$ cat src/rtl/reg_dump_reader.sv
// Register read-back streamer: after a start request and a settle delay, captures
// reg1..reg8 plus OV in one cycle and streams them as eight indexed words.
module reg_dump_reader #(
  parameter int DW     = 32,
  parameter int SETTLE = 2
) (
  input  logic          clk,
  input  logic          reset,
  input  logic          start,
  input  logic [DW-1:0] reg1,
  input  logic [DW-1:0] reg2,
  input  logic [DW-1:0] reg3,
  input  logic [DW-1:0] reg4,
  input  logic [DW-1:0] reg5,
  input  logic [DW-1:0] reg6,
  input  logic [DW-1:0] reg7,
  input  logic [DW-1:0] reg8,
  input  logic          OV,
  output logic [DW-1:0] out_data,
  output logic [2:0]    out_idx,
  output logic          out_ovf,
  output logic          out_valid,
  input  logic          out_ready,
  output logic          busy,
  output logic          done
);

  typedef enum logic [1:0] {
    ST_IDLE,
    ST_SETTLE,
    ST_SEND,
    ST_DONE
  } state_t;

  state_t        state_reg, state_next;
  logic [7:0]    cnt_reg, cnt_next;
  logic [2:0]    idx_reg, idx_next;
  logic          capture;
  logic          ovf_reg;
  logic [DW-1:0] snapshot_reg [8];
  logic [DW-1:0] reg_in [8];

  assign reg_in[0] = reg1;
  assign reg_in[1] = reg2;
  assign reg_in[2] = reg3;
  assign reg_in[3] = reg4;
  assign reg_in[4] = reg5;
  assign reg_in[5] = reg6;
  assign reg_in[6] = reg7;
  assign reg_in[7] = reg8;

  always_comb begin
    state_next = state_reg;
    cnt_next   = cnt_reg;
    idx_next   = idx_reg;
    capture    = 1'b0;
    case (state_reg)
      ST_IDLE: begin
        if (start) begin
          state_next = ST_SETTLE;
          cnt_next   = 8'(SETTLE);
        end
      end
      ST_SETTLE: begin
        if (cnt_reg == 8'd0) begin
          capture    = 1'b1;
          state_next = ST_SEND;
          idx_next   = 3'd0;
        end else begin
          cnt_next = cnt_reg - 8'd1;
        end
      end
      ST_SEND: begin
        // idx never wraps: the beat at index 7 ends the stream
        if (out_ready) begin
          if (idx_reg == 3'd7) state_next = ST_DONE;
          else                 idx_next   = idx_reg + 3'd1;
        end
      end
      ST_DONE: state_next = ST_IDLE;
      default: state_next = ST_IDLE;
    endcase
  end

  always_ff @(posedge clk) begin
    if (reset) begin
      state_reg <= ST_IDLE;
      cnt_reg   <= 8'd0;
      idx_reg   <= 3'd0;
      ovf_reg   <= 1'b0;
      for (int i = 0; i < 8; i++) snapshot_reg[i] <= '0;
    end else begin
      state_reg <= state_next;
      cnt_reg   <= cnt_next;
      idx_reg   <= idx_next;
      if (capture) begin
        ovf_reg <= OV;
        for (int i = 0; i < 8; i++) snapshot_reg[i] <= reg_in[i];
      end
    end
  end

  // All outputs decode registered state only; nothing from reg1..reg8 reaches them directly.
  assign out_valid = (state_reg == ST_SEND);
  assign out_data  = out_valid ? snapshot_reg[idx_reg] : '0;
  assign out_idx   = out_valid ? idx_reg : 3'd0;
  assign out_ovf   = out_valid ? ovf_reg : 1'b0;
  assign busy      = (state_reg == ST_SETTLE) || (state_reg == ST_SEND);
  assign done      = (state_reg == ST_DONE);

endmodule

$ cat config.mk
export PLATFORM = sky130hd
export DESIGN_NAME = reg_dump_reader
export DESIGN_NICKNAME = d
export VERILOG_FILES = /design/src/rtl/reg_dump_reader.sv
export SDC_FILE = /design/constraint.sdc
export NUM_CORES = 1
export LEC_CHECK = 0
export ABC_AREA = 1
export CAP_MARGIN = 5
export CORE_ASPECT_RATIO = 1.2
export CORE_MARGIN = 2
export CORE_UTILIZATION = 52
export DETAILED_ROUTE_END_ITERATION = 10
export GPL_TIMING_DRIVEN = 0
export PLACE_DENSITY = 0.82
export SYNTH_ARGS = -nofsm -noshare
export SYNTH_HDL_FRONTEND = slang
export SYNTH_SLANG_ARGS = --single-unit
export TNS_END_PERCENT = 20
$ cat constraint.sdc
create_clock -name clk -period 12.28 [get_ports clk]
set_input_delay 3.684 -clock clk [delete_from_list [all_inputs] [get_ports clk]]
set_output_delay 3.684 -clock clk [all_outputs]
set_load 0.02 [all_outputs]
==> impl_metrics.csv, run 1 <==
group,metric,value,unit
global_route,grt_pass1_vias,11200,
timing,slew_headroom,46.79,%
layout,final_nets,2065,
detailed_routing,initialDrtViolationCount,812,
die,num_io_pins,300,
die,dieWidth,157.6,µm
synth,ys_warn_count,0,
power,swShare,38.20,%
synth,async_flop_share,0,%
worst_hold_path,hold_path.class,"flop to flop",
layout,finalCoreUtilization,68.60,%
global_route,grt_max_degree,75,
global_route,grt_use_total,26.46,%
timing,fin_worst_skew,0.008990,ns
place,place_hpwl,29.19,mm
setup_path,worst-setup-path-type,"flop to primary output",
clocking,clk_latency,0.54,ns
detailed_routing,ant_nets,0,
die,dieArea,29670,µm²
clocking,cts_tree,"yes",
timing,period_needed,7.099,ns
die,fp-row-count,67,
flow_run,maxCapViolations,0,
power,power_density,194.7,nW/µm²
run_status,outcome,"finished clean",
power,p_sw,1.425,mW
timing,fin_crit_sh,57.81,%
synth,synth_seq_cells,273,
timing,drv_slew,0,
clocking,cts.path.max_buffers,3,
detailed_routing,num_vias,11060,
setup_path,cp_data_required_time,8.60,ns
synth,synth_cell_types,29,
global_route,grt_pass1_wl,59.45,mm
synth,synth_fp_nets,1733,
detailed_routing,drcViolationCount,0,
power,clock_power_share,22.1,%
place,placedInstanceArea,18280,µm²
power,irDropWorstVdd,107.0,µV
die,initial_utilization,52.72,%
layout,fillers,2036,
clocking,tritoncts_num_sinks,273,
layout,final_area,19150,µm²
setup_path,crit_fanout,10,
timing,hold_viol,0,
setup_path,end_kind,"primary output",
power,seq_power_share,37.3,%
setup_path,critPathLaunchType,"flop",
clocking,post_cts_buffers,0,
die,die_y,188.3,µm
setup_path,r2r_slack,9.44,ns
timing,fmaxAchievable,140.9,MHz
synth,syn_area_per_cell,10.06,µm²
timing,worstMarginPinSlew,0.7981,ns
global_route,antenna_found_initial,2,
clocking,ctsHoldBuffers,0,
layout,largest_register_ffs,256,
clocking,cts-buffers-inserted,28,
die,fp.coreArea,27920,µm²
clocking,cts_resized,0,
clocking,htreeDepth,1,
synth,synth_edf_count,256,
synth,syn-cell-area,14720,µm²
timing,setup_violations,0,
power,p_int,2.305,mW
clocking,root_buffer,"clkbuf_16",
detailed_routing,post_drt_wl_per_cell,17.84,µm
synth,syn_inst,1463,
synth,synth_ff_type,"edfxtp_1",
power,p_comb_share,40.6,%
detailed_routing,dr.pass1.iters,6,
global_route,overflow,0,
place,port_buffers,299,
setup_path,cp.arrival,3.42,ns
synth,ys_seq_area_share,54.54,%
detailed_routing,vias_per_cell,5.037,
layout,area_growth,30.12,%
layout,drive_gt1_share,14.99,%
clocking,cts.clk_slew.worst_paths,0.06,ns
timing,rsz0062_at_grt,"false",
place,place.gp.congestion,0.9255,
detailed_routing,routed_wl,39.17,mm
power,p_leak,7.852,nW
cells in the final DEF, fill, tap and decap left out, types with 8 or more instances in the layout:
cell type | Yosys | routed
o22ai_1 | 32 | 32
dfxtp_1 | 17 | 17
clkbuf_1 | 40 | 44
clkinv_1 | 1 | 8
nand4_1 | 8 | 8
o21ai_0 | 132 | 132
nand3_1 | 10 | 10
inv_1 | 289 | 289
clkdlybuf4s50_1 | 0 | 299
edfxtp_1 | 256 | 256
nand2_1 | 71 | 70
clkbuf_16 | 0 | 29
ha_1 | 9 | 9
nor2_4 | 181 | 181
buf_2 | 14 | 14
nor2_1 | 328 | 328
o211ai_1 | 32 | 32
buf_12 | 19 | 19
cells by family after synthesis:
family                     Yosys count  synth area share (%)
AOI/OAI and AO/OA                  202                 7.711
xor gates and xnor gates             1               0.05952
adders and majority gates            9                0.7651
buffers and inverters              376                 12.02
DFF                                273                 54.54
and+or+nand+nor                    602                 24.90
power by group through the flow:
stage | clock, mW | combinational (mW) | sequential [mW]
floorplan | 0 | 0.972 | 1.44
global placement | 0 | 1.44 | 1.48
detailed placement | 0 | 1.49 | 1.41
CTS | 0.828 | 1.51 | 1.39
global route | 0.864 | 1.66 | 1.41
finish | 0.824 | 1.51 | 1.39
stage by stage:
step	total power, mW	setup WS [ns]	cells	hold WS, ns	TNS (ns)
finish	3.730	5.181	2196	0.4700	0
CTS	3.726	5.174	2193	0.4679	0
detailed placement	2.903	5.778	2144	0.4584	0
global route	3.931	4.932	2195	0.4896	0
floorplan	2.412	2.330	1463	0.4392	0
global placement	2.918	-0.4492	2141	0.4461	-112.10
cell usage after synthesis, types with 2 or more instances:
master      n  share of area, %
nand4_1     8              0.34
o22ai_1    32               1.4
nor2_1    328               8.4
nor2_4    181                14
ha_1        9              0.77
inv_1     289               7.4
buf_12     19               2.6
dfxtp_1    17               2.3
nand3_1    10              0.34
buf_1       2             0.051
a21oi_1     4              0.14
o211ai_1   32               1.6
edfxtp_1  256                52
buf_4       5              0.26
buf_2      14              0.48
clkbuf_1   40               1.0
inv_2       4              0.10
o21ai_0   132               4.5
nand2_1    71               1.8
final timing paths:
check,endpoint,start,cells after the start
max,out_data[25],state_reg[0]$_SDFFE_PP0P_,7
min,cnt_reg[7]$_SDFFE_PP0P_,cnt_reg[7]$_SDFFE_PP0P_,2
max reg2reg,snapshot_reg[1][17]$_SDFFCE_PN0P_,state_reg[1]$_SDFFE_PP0P_,7
min reg2reg,cnt_reg[7]$_SDFFE_PP0P_,cnt_reg[7]$_SDFFE_PP0P_,2
worst max-delay path: stages, from the launching register on:
cell and delay [ns]:
dfxtp_1 0.33, inv_1 0.14, ha_1 0.31, clkbuf_1 0.52
buf_1 0.53, nand2_1 0.24, nor2_1 0.17, clkdlybuf4s50_1 0.62
layout make-up:
type | instances | area, µm² | share of cell area (%)
flip-flops and latches | 273 | 8028 | 41.92
multi-input cells | 814 | 4928 | 25.73
repair buffers | 302 | 3075 | 16.06
inverters | 294 | 1104 | 5.762
clock buffers | 33 | 740.7 | 3.868
plain buffers | 82 | 665.6 | 3.476
well taps | 379 | 474.2 | 2.476
clock inverters | 16 | 127.6 | 0.6664
diodes | 3 | 7.507 | 0.03920
layer usage:
| layer | track usage [%] | vias to the layer above | share of wire (%) |
|---|---|---|---|
| met4 | 12.83 | 0 | 5.3 |
| met5 | 0 | - | 0 |
| met2 | 47.03 | 480 | 51 |
| met3 | 2.967 | 118 | 6.0 |
| li1 | - | 5270 | - |
| met1 | 31.73 | 5194 | 37 |
(Power assumes the default switching activity.)
==> inputs of run 2 (changes only) <==
clock period = 6.8 ns   (was 12.28 ns; I/O delays follow)
==> run 2 against run 1 <==
Effect of this change: critical endpoint unchanged; non-clock buffer count shrank 1; wire length is 0.11% lower; critical path depth is the same; largest power group unchanged; critical path type unchanged; sequential share of layout area about the same; flip-flop and latch count unchanged; sequential power rose by 81%; combinational power increased by 79%; global-route usage fell by 0.11 points; via count shrank 0.47%; clock skew is 0.0010 ns lower; final area barely moved; setup slack got worse by 3.9 ns.
==> impl_metrics.csv, run 2 (same netlist as run 1, synthesis figures left out) <==
group,metric,value,unit
clocking,htreeDepth,1,
power,p_int,4.196,mW
timing,fin_crit_sh,81.45,%
setup_path,worst-path-buf-inv,4,
clocking,tritoncts_num_sinks,273,
timing,slew_headroom,53.54,%
timing,fin_worst_skew,0.007985,ns
power,p_comb_share,40.1,%
layout,fillers,2058,
layout,seqCellArea,8028,µm²
clocking,cts_resized,0,
setup_path,cp.arrival,3.50,ns
global_route,grt_use_total,26.36,%
detailed_routing,num_vias,11010,
detailed_routing,dr.pass1.iters,7,
setup_path,max_stage_delay,0.63,ns
power,power_density,353.0,nW/µm²
setup_path,r2r_start,"state_reg[1]$_SDFFE_PP0P_",
clocking,ctsHoldBuffers,0,
power,fin_total_pwr,6.766,mW
layout,final_cell_mix,"328 x nor2_1, 299 x clkdlybuf4s50_1, 289 x inv_1, 256 x edfxtp_1, 181 x nor2_4",
global_route,use_met2,46.84,%
power,clock_power_share,22.6,%
place,placedInstanceArea,18260,µm²
place,dp_cells,2143,
timing,setup-tns-final,0,ns
global_route,top_usage_layer,"met2",
global_route,use_met1,31.46,%
global_route,use_met3,3.013,%
flow_run,maxCapViolations,0,
global_route,grt_max_degree,119,
power,seq_power_share,37.3,%
detailed_routing,ant_nets,0,
power,p_sw,2.570,mW
place,pre_cts_ws,1.920,ns
global_route,grt_pass1_wl,59.46,mm
power,swShare,37.99,%
power,irDropWorstVdd,185.0,µV
layout,multi_input_area,4937,µm²
timing,rsz0062_at_grt,"false",
layout,mostFrequentLayoutCell,"nor2_1",
detailed_routing,routed_wl,39.12,mm
clocking,post_cts_buffers,0,
place,place.gp.congestion,0.9258,
timing,hold_viol,0,
setup_path,cp_data_required_time,4.76,ns
place,port_buffers,299,
setup_path,critPathLaunchType,"flop",
timing,drv_slew,0,
detailed_routing,drcViolationCount,0,
run_status,outcome,"finished clean",
setup_path,crit_chain,"inv_1 > ha_1 > clkbuf_1 > buf_1 > nand2_1 > nor2_1 > clkdlybuf4s50_1",
detailed_routing,vias_per_cell,5.011,
die,fp-row-count,67,
die,initial_utilization,52.72,%
setup_path,worst-setup-path-type,"flop to primary output",
layout,drive_gt1_share,15.04,%
timing,hold_slack,0.4779,ns
layout,final_nets,2064,
timing,period_needed,5.539,ns
die,dieArea,29670,µm²
power,p_leak,7.856,nW
die,dieWidth,157.6,µm
global_route,antenna_found_initial,3,
setup_path,end_kind,"primary output",
layout,final_area,19170,µm²
timing,setup_slack,1.261,ns
clocking,cts.path.max_buffers,3,
setup_path,crit_family,"buffers and inverters",
clocking,cts.clk_slew.worst_paths,0.06,ns
clocking,cts-buffers-inserted,28,
clocking,clk_latency,0.54,ns
setup_path,crit_fanout,10,
detailed_routing,post_drt_wl_per_cell,17.81,µm
layout,largest_register_ffs,256,
worst_hold_path,hp-start,"cnt_reg[7]$_SDFFE_PP0P_",
layout,finalCoreUtilization,68.67,%
place,place_hpwl,29.32,mm
layout,area_growth,30.25,%
clocking,root_buffer,"clkbuf_16",
die,fp.coreArea,27920,µm²
die,num_io_pins,300,
setup_path,critPathLaunch,"state_reg[0]$_SDFFE_PP0P_",
detailed_routing,initialDrtViolationCount,934,
timing,setup_violations,0,
timing,fmaxAchievable,180.6,MHz
die,die_y,188.3,µm
global_route,overflow,0,
worst_hold_path,hold_path.class,"flop to flop",
global_route,grt_pass1_vias,11250,
timing,worstMarginPinSlew,0.6969,ns
setup_path,slowest_stage,"clkdlybuf4s50_1",
clocking,cts_tree,"yes",
layout,fin_cells,2197,
-- run 2: cell count changes in the layout (fill, tap and decap cells not counted) --
| cell | previous run | this run |
|---|---|---|
| nand2_8 | 0 | 1 |
| buf_16 | 3 | 2 |
| clkinv_4 | 1 | 0 |
| clkinvlp_4 | 1 | 2 |
| nand2_4 | 1 | 0 |
| bufinv_16 | 2 | 3 |
| clkbuf_1 | 44 | 42 |
| clkinv_1 | 8 | 10 |
| inv_6 | 0 | 1 |
-- run 2: path summary, 6_finish.rpt --
path,endpoint,slack [ns],cells after the start
min reg2reg,cnt_reg[7]$_SDFFE_PP0P_,0.48,2
min,cnt_reg[7]$_SDFFE_PP0P_,0.48,2
max reg2reg,snapshot_reg[1][13]$_SDFFCE_PN0P_,4.26,6
max,out_data[25],1.26,7
-- run 2: cell type report --
class                           instances  area share, %
Buffer                                 82          3.472
Timing Repair Buffer                  301          15.90
Clock inverter                         20         0.9007
Tap cell                              379          2.474
Multi-Input combinational cell        814          25.76
Inverter                              294          5.757
Antenna cell                            3        0.03916
Sequential cell                       273          41.88
Clock buffer                           31          3.825
-- run 2: power by group through the flow --
stage | Sequential [mW] | Clock [mW] | Combinational, mW
4_1_cts | 2.52 | 1.54 | 2.70
6_report | 2.52 | 1.53 | 2.71
2_1_floorplan | 2.55 | 0 | 1.76
3_5_place_dp | 2.55 | 0 | 2.69
3_3_place_gp | 2.60 | 0 | 2.59
5_1_grt | 2.55 | 1.61 | 2.97
-- run 2: worst register-to-register path, stage by stage (launching register included) --
cell	delay (ns)
dfxtp_1	0.32
inv_1	0.12
ha_1	0.34
nand3_2	0.16
buf_4	0.21
nand2_8	0.38
buf_16	0.46
-- run 2: metal layers --
layer  up-vias  wire, µm
met4         0      2053
met1      5178     14600
met3       109      2388
met2       449     20080
li1       5274         -
met5         -         0
